$ cat config.mk
export PLATFORM = sky130hd
export DESIGN_NAME = gpr_wr_arbiter
export DESIGN_NICKNAME = d
export VERILOG_FILES = /design/src/rtl/gpr_wr_arbiter_pkg.sv /design/src/rtl/gpr_wr_fifo.sv /design/src/rtl/gpr_wr_arbiter.sv
export SDC_FILE = /design/constraint.sdc
export NUM_CORES = 1
export LEC_CHECK = 0
export BUFFER_PORTS_ARGS = -buffer_cell sky130_fd_sc_hd__buf_2
export CELL_PAD_IN_SITES_DETAIL_PLACEMENT = 0
export CELL_PAD_IN_SITES_GLOBAL_PLACEMENT = 1
export CORE_ASPECT_RATIO = 2
export CORE_MARGIN = 2
export CORE_UTILIZATION = 43
export DETAILED_ROUTE_END_ITERATION = 10
export PLACE_DENSITY_LB_ADDON = 0.3
export REMOVE_ABC_BUFFERS = 1
export SYNTH_ARGS = -nofsm -noshare
export SYNTH_HDL_FRONTEND = slang
export SYNTH_HIERARCHICAL = 1
export SYNTH_SLANG_ARGS = --single-unit
$ cat constraint.sdc
create_clock -name clk -period 5.35 [get_ports clk]
set_clock_uncertainty 0.05 [all_clocks]
set_input_delay 0 -clock clk [delete_from_list [all_inputs] [get_ports clk]]
set_output_delay 0 -clock clk [all_outputs]
set_load 0.01 [all_outputs]
$ cat src/rtl/gpr_wr_arbiter_pkg.sv
// gpr_wr_arbiter_pkg: shared widths, write-enable polarity, arbiter defaults,
// FSM state encoding and the queued-entry layout for the GPR write arbiter.
package gpr_wr_arbiter_pkg;

  localparam int unsigned REG_ADDR_W  = 5;   // REG_ADDR_BUS  = [4:0]
  localparam int unsigned WORD_DATA_W = 32;  // WORD_DATA_BUS = [31:0]

  // Active-low write enables
  localparam logic ENABLE_  = 1'b0;
  localparam logic DISABLE_ = 1'b1;

  // Arbiter defaults
  localparam int unsigned GPR_ARB_DEPTH  = 2;
  localparam int unsigned GPR_ARB_STARVE = 4;

  // 1-bit state encoding, values kept identical to the legacy macros
  typedef enum logic [0:0] {
    GPR_ARB_NORMAL = 1'b0,
    GPR_ARB_FORCE  = 1'b1
  } gpr_arb_state_e;

  typedef struct packed {
    logic [REG_ADDR_W-1:0]  addr;
    logic [WORD_DATA_W-1:0] data;
  } gpr_wr_ent_t;

endpackage

$ cat src/rtl/gpr_wr_fifo.sv
// gpr_wr_fifo: DEPTH-entry {addr,data} FIFO holding long-latency results
// waiting for a free GPR write slot.
// Ports:
//   clk, reset      clock, synchronous active-low reset (empties the FIFO)
//   push, push_ent  enqueue request and entry (ignored when full)
//   pop             dequeue head (ignored when empty)
//   full, empty     occupancy flags
//   head            current head entry
//   ent_valid       per-slot valid flags (slot index = storage index)
//   ent_addr        per-slot destination addresses
module gpr_wr_fifo
  import gpr_wr_arbiter_pkg::*;
#(
  parameter int unsigned DEPTH = GPR_ARB_DEPTH
) (
  input  logic                             clk,
  input  logic                             reset,
  input  logic                             push,
  input  gpr_wr_ent_t                      push_ent,
  input  logic                             pop,
  output logic                             full,
  output logic                             empty,
  output gpr_wr_ent_t                      head,
  output logic [DEPTH-1:0]                 ent_valid,
  output logic [DEPTH-1:0][REG_ADDR_W-1:0] ent_addr
);

  localparam int unsigned PW = $clog2(DEPTH);
  localparam int unsigned CW = PW + 1;

  gpr_wr_ent_t   mem [DEPTH];
  logic [PW-1:0] rd_ptr;
  logic [PW-1:0] wr_ptr;
  logic [CW-1:0] count;
  logic [PW-1:0] offs;
  logic          push_ok;
  logic          pop_ok;

  assign full    = (count == CW'(DEPTH));
  assign empty   = (count == '0);
  assign push_ok = push & ~full;
  assign pop_ok  = pop & ~empty;
  assign head    = mem[rd_ptr];

  // Pointers are log2(DEPTH) bits, so increments wrap modulo DEPTH.
  always_ff @(posedge clk) begin
    if (!reset) begin
      rd_ptr <= '0;
      wr_ptr <= '0;
      count  <= '0;
    end else begin
      if (push_ok) wr_ptr <= wr_ptr + 1'b1;
      if (pop_ok)  rd_ptr <= rd_ptr + 1'b1;
      case ({push_ok, pop_ok})
        2'b10:   count <= count + 1'b1;
        2'b01:   count <= count - 1'b1;
        default: count <= count;
      endcase
    end
  end

  always_ff @(posedge clk) begin
    if (push_ok) mem[wr_ptr] <= push_ent;
  end

  // A slot is live when its distance from the read pointer is below count.
  always_comb begin
    ent_valid = '0;
    ent_addr  = '0;
    offs      = '0;
    for (int unsigned i = 0; i < DEPTH; i++) begin
      offs         = PW'(i) - rd_ptr;
      ent_valid[i] = ({1'b0, offs} < count);
      ent_addr[i]  = mem[i].addr;
    end
  end

endmodule

$ cat src/rtl/gpr_wr_arbiter.sv
// gpr_wr_arbiter: shares the single GPR write port between the WB stage
// (always first, never back-pressured) and the long-latency unit, whose
// results queue in gpr_wr_fifo and drain into idle WB slots. A head that
// waits STARVE_LIMIT cycles moves the FSM to FORCE, which requests a WB
// bubble until the head is written. pend_* flag queued destinations.
// Ports:
//   clk, reset                      clock, synchronous active-low reset
//   wb_we_, wb_addr, wb_data        WB write request (active-low enable)
//   lu_valid, lu_ready              LU result handshake
//   lu_addr, lu_data                LU result destination/data
//   chk_addr_0/1, pend_0/1          decode pending-destination check
//   wb_stall                        bubble request to the pipeline
//   gpr_we_, gpr_wr_addr/data       GPR write port (active-low enable)
module gpr_wr_arbiter
  import gpr_wr_arbiter_pkg::*;
#(
  parameter int unsigned DEPTH        = GPR_ARB_DEPTH,
  parameter int unsigned STARVE_LIMIT = GPR_ARB_STARVE
) (
  input  logic                   clk,
  input  logic                   reset,
  input  logic                   wb_we_,
  input  logic [REG_ADDR_W-1:0]  wb_addr,
  input  logic [WORD_DATA_W-1:0] wb_data,
  input  logic                   lu_valid,
  output logic                   lu_ready,
  input  logic [REG_ADDR_W-1:0]  lu_addr,
  input  logic [WORD_DATA_W-1:0] lu_data,
  input  logic [REG_ADDR_W-1:0]  chk_addr_0,
  input  logic [REG_ADDR_W-1:0]  chk_addr_1,
  output logic                   pend_0,
  output logic                   pend_1,
  output logic                   wb_stall,
  output logic                   gpr_we_,
  output logic [REG_ADDR_W-1:0]  gpr_wr_addr,
  output logic [WORD_DATA_W-1:0] gpr_wr_data
);

  localparam int unsigned AW = $clog2(STARVE_LIMIT + 1);

  gpr_arb_state_e                   state;
  logic [AW-1:0]                    age;
  logic                             wb_act;
  logic                             fifo_full;
  logic                             fifo_empty;
  logic                             push;
  logic                             pop;
  gpr_wr_ent_t                      head;
  gpr_wr_ent_t                      push_ent;
  logic [DEPTH-1:0]                 ent_valid;
  logic [DEPTH-1:0][REG_ADDR_W-1:0] ent_addr;
  logic                             hit_0;
  logic                             hit_1;

  assign wb_act   = (wb_we_ == ENABLE_);
  assign lu_ready = reset & ~fifo_full;
  // r0 writes are dropped: accepted from the LU but never queued.
  assign push     = lu_valid & lu_ready & (lu_addr != '0);
  assign pop      = reset & ~wb_act & ~fifo_empty;
  assign push_ent = '{addr: lu_addr, data: lu_data};

  gpr_wr_fifo #(
    .DEPTH (DEPTH)
  ) u_fifo (
    .clk       (clk),
    .reset     (reset),
    .push      (push),
    .push_ent  (push_ent),
    .pop       (pop),
    .full      (fifo_full),
    .empty     (fifo_empty),
    .head      (head),
    .ent_valid (ent_valid),
    .ent_addr  (ent_addr)
  );

  // Write-port mux: WB first, then the FIFO head, else idle.
  always_comb begin
    gpr_we_     = DISABLE_;
    gpr_wr_addr = '0;
    gpr_wr_data = '0;
    if (reset) begin
      if (wb_act) begin
        gpr_we_     = ENABLE_;
        gpr_wr_addr = wb_addr;
        gpr_wr_data = wb_data;
      end else if (!fifo_empty) begin
        gpr_we_     = ENABLE_;
        gpr_wr_addr = head.addr;
        gpr_wr_data = head.data;
      end
    end
  end

  // Age counts cycles the head has waited; state and age share one register stage.
  always_ff @(posedge clk) begin
    if (!reset) begin
      state <= GPR_ARB_NORMAL;
      age   <= '0;
    end else begin
      if (pop || fifo_empty)              age <= '0;
      else if (age != AW'(STARVE_LIMIT))  age <= age + 1'b1;

      case (state)
        GPR_ARB_NORMAL: if (age == AW'(STARVE_LIMIT)) state <= GPR_ARB_FORCE;
        GPR_ARB_FORCE:  if (pop)                      state <= GPR_ARB_NORMAL;
        default:                                      state <= GPR_ARB_NORMAL;
      endcase
    end
  end

  assign wb_stall = reset & (state == GPR_ARB_FORCE);

  // Includes the head being drained this cycle, so the check is conservative.
  always_comb begin
    hit_0 = 1'b0;
    hit_1 = 1'b0;
    for (int unsigned i = 0; i < DEPTH; i++) begin
      if (ent_valid[i] && ent_addr[i] == chk_addr_0) hit_0 = 1'b1;
      if (ent_valid[i] && ent_addr[i] == chk_addr_1) hit_1 = 1'b1;
    end
  end

  assign pend_0 = reset & (chk_addr_0 != '0) & hit_0;
  assign pend_1 = reset & (chk_addr_1 != '0) & hit_1;

endmodule

Word-level counts from Yosys, hierarchy flattened
Memories as Yosys holds them, arrays and structs flattened. A register that Yosys moved wholly into a read port is not among the register bits.
Index checks and enable logic that the tools add are counted.
W data, S select, Z words.
- RAM bits: 74
- memories: 1
- bits in registers: 8
- input bits: 88
- equality and inequality tests: 9
- mux-type cells: 21
- reductions and logical operators: 11
- $add $sub $neg: 7
- bitwise gates (word level): 16
- $lt $le $gt $ge: 2
- memories (memory ; depth ; width ; read ports ; clocked after memory_dff ; write ports ; RTL line ; text):
    u_fifo.mem ; 2 ; 37 ; 3 ; 1 ; 1 ; gpr_wr_fifo.sv:31 ; gpr_wr_ent_t mem [DEPTH];
- operators with widths (kind ; count):
    $mux W32 ; 3
    $eq A5 B5 Y1 ; 4
    $mux W5 ; 3
    $reduce_bool A5 Y1 ; 3
    $mux W1 ; 13
    $and A1 B1 Y1 ; 12
    $eq A2 B2 Y1 const B ; 2
    $logic_and A1 B1 Y1 ; 4
    $lt A1 B2 Y1 ; 2
    $not A1 Y1 ; 4
    $pmux W2 S2 ; 1
    $add A3 B1 Y3 const B ; 1
    $eq A3 B3 Y1 const B ; 1
    $ne A3 B3 Y1 const B ; 1
    $add A1 B1 Y1 const B ; 2
    $add A2 B1 Y2 const B ; 1
    $eq A2 B1 Y1 const B ; 1
    $logic_not A2 Y1 ; 1
    $pmux W1 S2 ; 1
    $reduce_bool A2 Y1 ; 1
    $reduce_or A2 Y1 ; 1
    $sub A1 B1 Y1 const A ; 2
    $sub A2 B1 Y2 const B ; 1
    $logic_or A1 B1 Y1 ; 1

Logic depth before layout (Yosys ltp)
- depth after elaboration: 8
- depth in mapped cells: 11
- mapped depth without buffers: 10

By module
The synthesis kept the hierarchy.
- by module, submodules not included (module ; instances ; seq. area each (um2) ; area each (um2) ; cells each):
    gpr_wr_fifo ; 1 ; 2322.2 ; 3009.1 ; 155
    gpr_wr_arbiter ; 1 ; 80.1 ; 879.6 ; 110

Least setup slack after synthesis
Ideal clock, no wire load.
- kind: flip-flop to flip-flop
- start point: register u_fifo.count[0]
- end point: memory u_fifo/mem[0][0] (netlist name) (enable)
- data arrival time: 2.204 ns
- library setup time: 0.392 ns
- cell stages (with the launch flop): 10
- period minus slack after synthesis: 2.645 ns
- path buffers: 1
- path slack: 2.705 ns
- data required time: 4.908 ns
- cells stage by stage: dfxtp_1 > buf_6 > nand2b_4 > inv_2 > nor2b_1 > nand2_1 > a21oi_1 > inv_1 > or3_1 > inv_1
- word-level cells in the longest chain between the ends: 8
- ends and longest elaborated chain (what ; RTL line ; text):
    start, declared ; gpr_wr_fifo.sv:34 ; logic [CW-1:0] count;
    start signal, assigned ; gpr_wr_fifo.sv:55 ; 2'b10: count <= count + 1'b1;
    start signal, assigned ; gpr_wr_fifo.sv:56 ; 2'b01: count <= count - 1'b1;
    start signal, assigned ; gpr_wr_fifo.sv:57 ; default: count <= count;
    $eq A2 B2 Y1 ; gpr_wr_fifo.sv:39 ; assign full = (count == CW'(DEPTH));
    via fifo_full ; gpr_wr_arbiter.sv:44 ; logic fifo_full;
    $not A1 Y1 ; gpr_wr_arbiter.sv:56 ; assign lu_ready = reset & ~fifo_full;
    $and A1 B1 Y1 ; gpr_wr_arbiter.sv:56 ;
    via lu_ready ; gpr_wr_arbiter.sv:26 ; output logic lu_ready,
    $and A1 B1 Y1 (2 in series) ; gpr_wr_arbiter.sv:58 ; assign push = lu_valid & lu_ready & (lu_addr != '0);
    via push ; gpr_wr_arbiter.sv:46 ; logic push;
    $and A1 B1 Y1 ; gpr_wr_fifo.sv:41 ; assign push_ok = push & ~full;
    $mux W1 ; gpr_wr_fifo.sv:63 ; if (push_ok) mem[wr_ptr] <= push_ent;
    $mux W1 (implied by the code) ; gpr_wr_fifo.sv:63 ;
    end, declared ; gpr_wr_fifo.sv:31 ;
The timed path passes the listed nets, and every way through them passes these cells.

Worst setup path in the final report
- start point: register u_fifo.count[0]
- end point: memory u_fifo/mem[0][1] (netlist name) (enable)
- word-level cells in the longest chain between the ends: 8
- ends and longest elaborated chain (what ; RTL line):
    $eq A2 B2 Y1 ; gpr_wr_fifo.sv:39
    via fifo_full ; gpr_wr_arbiter.sv:44
    $not A1 Y1 ; gpr_wr_arbiter.sv:56
    $and A1 B1 Y1 ; gpr_wr_arbiter.sv:56
    $and A1 B1 Y1 (2 in series) ; gpr_wr_arbiter.sv:58
    via push ; gpr_wr_arbiter.sv:46
    $and A1 B1 Y1 ; gpr_wr_fifo.sv:41
    $mux W1 ; gpr_wr_fifo.sv:63
    $mux W1 (implied by the code) ; gpr_wr_fifo.sv:63
The timed path passes the listed nets, and every way through them passes these cells.

==> flow_summary.ini <==
[power]
powerDensity_mw_per_mm2 = 296
power.leakage_nw = 2.14
vdd_ir_drop_max_mv = 0.324
total_power_w = 0.00154

[logic_synthesis]
synthFlopType = edfxtp_1
syn_area_mm2 = 0.00389
ys_types = 32
ys_seq_area_share_pct = 61.8
synthTopCellsByArea = edfxtp_1 57%, mux2_2 11%, a22o_1 8.3%
yosysTopAreaCell = edfxtp_1
avgSynthCellArea_um2 = 14.7
synth_edf_count = 74
yosys-top-cells-count = 74 x edfxtp_1, 37 x a22o_1, 37 x mux2_2, 16 x xor2_1, 12 x buf_4
ys_warn_count = 6
synthCells = 265
ys_async_sr_fraction_pct = 0
synth-seq-cells = 83
synthDominantCellAreaShare_pct = 57.1
yosysMostFrequentCell = edfxtp_1

[critical_path]
cp.required_ns = 5.30
cp_num_buf_inv = 4
slowest_stage = inv_1
reg2reg_slack_ns = 2.47
start_kind = register
crit_path_cell_trace = nand2b_4 -> inv_2 -> nor2b_1 -> nand2_1 -> a21oi_1 -> inv_1 -> or3_1 -> inv_1 -> buf_4
cp.arrival_ns = 2.82
critical_path_class = reg -> reg
path_delay_family = buffers and inverters
slowest_delay_ns = 0.54
cp_max_fo = 20
cpMostUsedCell = inv_1
critPathCaptureType = register

[routing]
drt_iter0_drc = 91
drt-pass1-iter-count = 4
drt_wl_total_mm = 8.71
via_count = 2695
drc = 0
wl_per_cell_um = 16.5
post_drt_via_cell_ratio = 5.10
ant_nets = 0

[place]
place.gp.congestion = 0.851
place_ws_ns = 2.45
io_buffer_count = 129
dpl.hpwl_mm = 5.97

[floorplan]
initial_core_util_pct = 43.7
die_x_um = 71.2
num_rows = 49
die_h_um = 138
core_area_mm2 = 0.00889
die_area_mm2 = 0.00987
ios = 130

[clock_network]
cts_root_buffer = clkbuf_16
clock_latency_ns = 0.32
clock_path_buffers = 2
postCtsSetupBuffers = 0
cts.clk_slew.worst_paths_ns = 0.05
h-tree-depth = 3
numCtsBuffers = 9
cts_sinks = 83
cts_tree = yes

[final_layout]
final_nets = 513
n_fill_cell = 700
syn_to_final_growth_pct = 33.9
layout-drive-gt1-share_pct = 43.9
antenna_cells = 0

[sta]
setup_ws_ns = 2.47
tns_ns = 0
setup_viol = 0
max-slew-margin-rel_pct = 36.9
timing.final.crit_share_pct = 53.8
worst_slew_pin_slew_ns = 0.946
hold_viol = 0
rsz0062_at_grt = false
slew_violations = 0
fmax_mhz = 348
hold_slack_ns = 0.0760
period_needed_ns = 2.88

[grt]
overflow = 0
grt_first_pass_wirelength_mm = 13.6
grt_pass1_vias = 2892
antenna_found_initial = 0
grt_start_max_net_pins = 38
track_usage_pct = 18.0

[status]
outcome = complete, no violations

[job]
cap_violations = 0

[worst_hold_path]
hold_path.class = in -> reg
-- through the flow --
step	cell area, µm²	utilization, %	cells
after floorplan	3720	-	242
after global placement	4530	50.9	475
after detailed placement	4530	50.9	475
after CTS	5210	58.6	528
after global routing	5210	58.6	528
final	5210	58.6	528
-- report_power, final --
group          internal [W]  leakage (nW)  total, W  switching [W]
sequential         0.000734         0.752  0.000746      0.0000119
clock              0.000405         0.144  0.000618       0.000213
combinational     0.0000952          1.24  0.000180      0.0000843
-- cells in the final DEF, fill, tap and decap left out, types with 4 or more instances in the layout --
cell and count:
dlygate4sd3_1 38, clkbuf_16 9, inv_1 6, and2_1 5, dfxtp_1 8, nand3_1 4
a22o_1 37, mux2_2 37, xor2_1 16, xnor2_1 8, o21ai_0 7, nor4_1 4
nor3_1 4, edfxtp_1 74, buf_2 129, nand2_1 6
-- path summary, 6_finish.rpt --
check / cells past startpoint / endpoint / from
min reg2reg: 2 / u_fifo/wr_ptr / u_fifo/wr_ptr
max reg2reg: 9 / u_fifo/mem[0][1] / u_fifo/count[0]
max: 9 / u_fifo/mem[0][1] / u_fifo/count[0]
min: 4 / age[0] / wb_we_
-- per-layer routing --
metal / share of wire (%) / GRT usage [%] / vias to the layer above / wire (µm)
met5: 0 / 0 / - / 0
met4: 2.3 / 8.94 / 0 / 204
met3: 3.9 / 3.21 / 14 / 337
met2: 60 / 36.2 / 71 / 5190
met1: 34 / 15.9 / 1294 / 2980
li1: - / - / 1316 / -
-- final cells by class --
| type | instances | area, µm² | area share, % |
|---|---|---|---|
| clock buffers | 12 | 236 | 4.54 |
| clock inverters | 3 | 63.8 | 1.23 |
| inverters | 7 | 26.3 | 0.504 |
| multi-input cells | 152 | 1310 | 25.2 |
| flip-flops and latches | 83 | 2400 | 46.1 |
| well taps | 102 | 128 | 2.45 |
| repair buffers | 169 | 1040 | 20.0 |
-- flip-flops by register name (all words and copies together), names as in the netlist, named ones only --
name / flops
age: 3
state: 1
u_fifo/count: 2
u_fifo/mem: 74
u_fifo/rd_ptr: 1
u_fifo/wr_ptr: 1
-- cell families (layout without fill, tap and decap cells) --
logic type / after synthesis / after routing / synth area share (%)
flip-flops: 83 / 83 / 61.8
AO/OA/AOI/OAI: 52 / 52 / 10.7
multiplexers: 38 / 38 / 11.0
AND/OR/NAND/NOR: 35 / 35 / 5.34
buffers and inverters: 30 / 191 / 4.89
XOR/XNOR: 24 / 24 / 5.41
adder cells (fa/ha/maj): 3 / 3 / 0.965
-- what timing repair did --
action	4_1_cts	5_1_grt
hold endpoints to repair	76	0
hold buffers	38	0
resized for setup	0	0
-- tightest hold or removal path, stage by stage --
cell and delay [ns]:
buf_2 0.12, inv_1 0.10, nand2_1 0.12, nor3_1 0.06
Power figures use the tool's default switching activity.
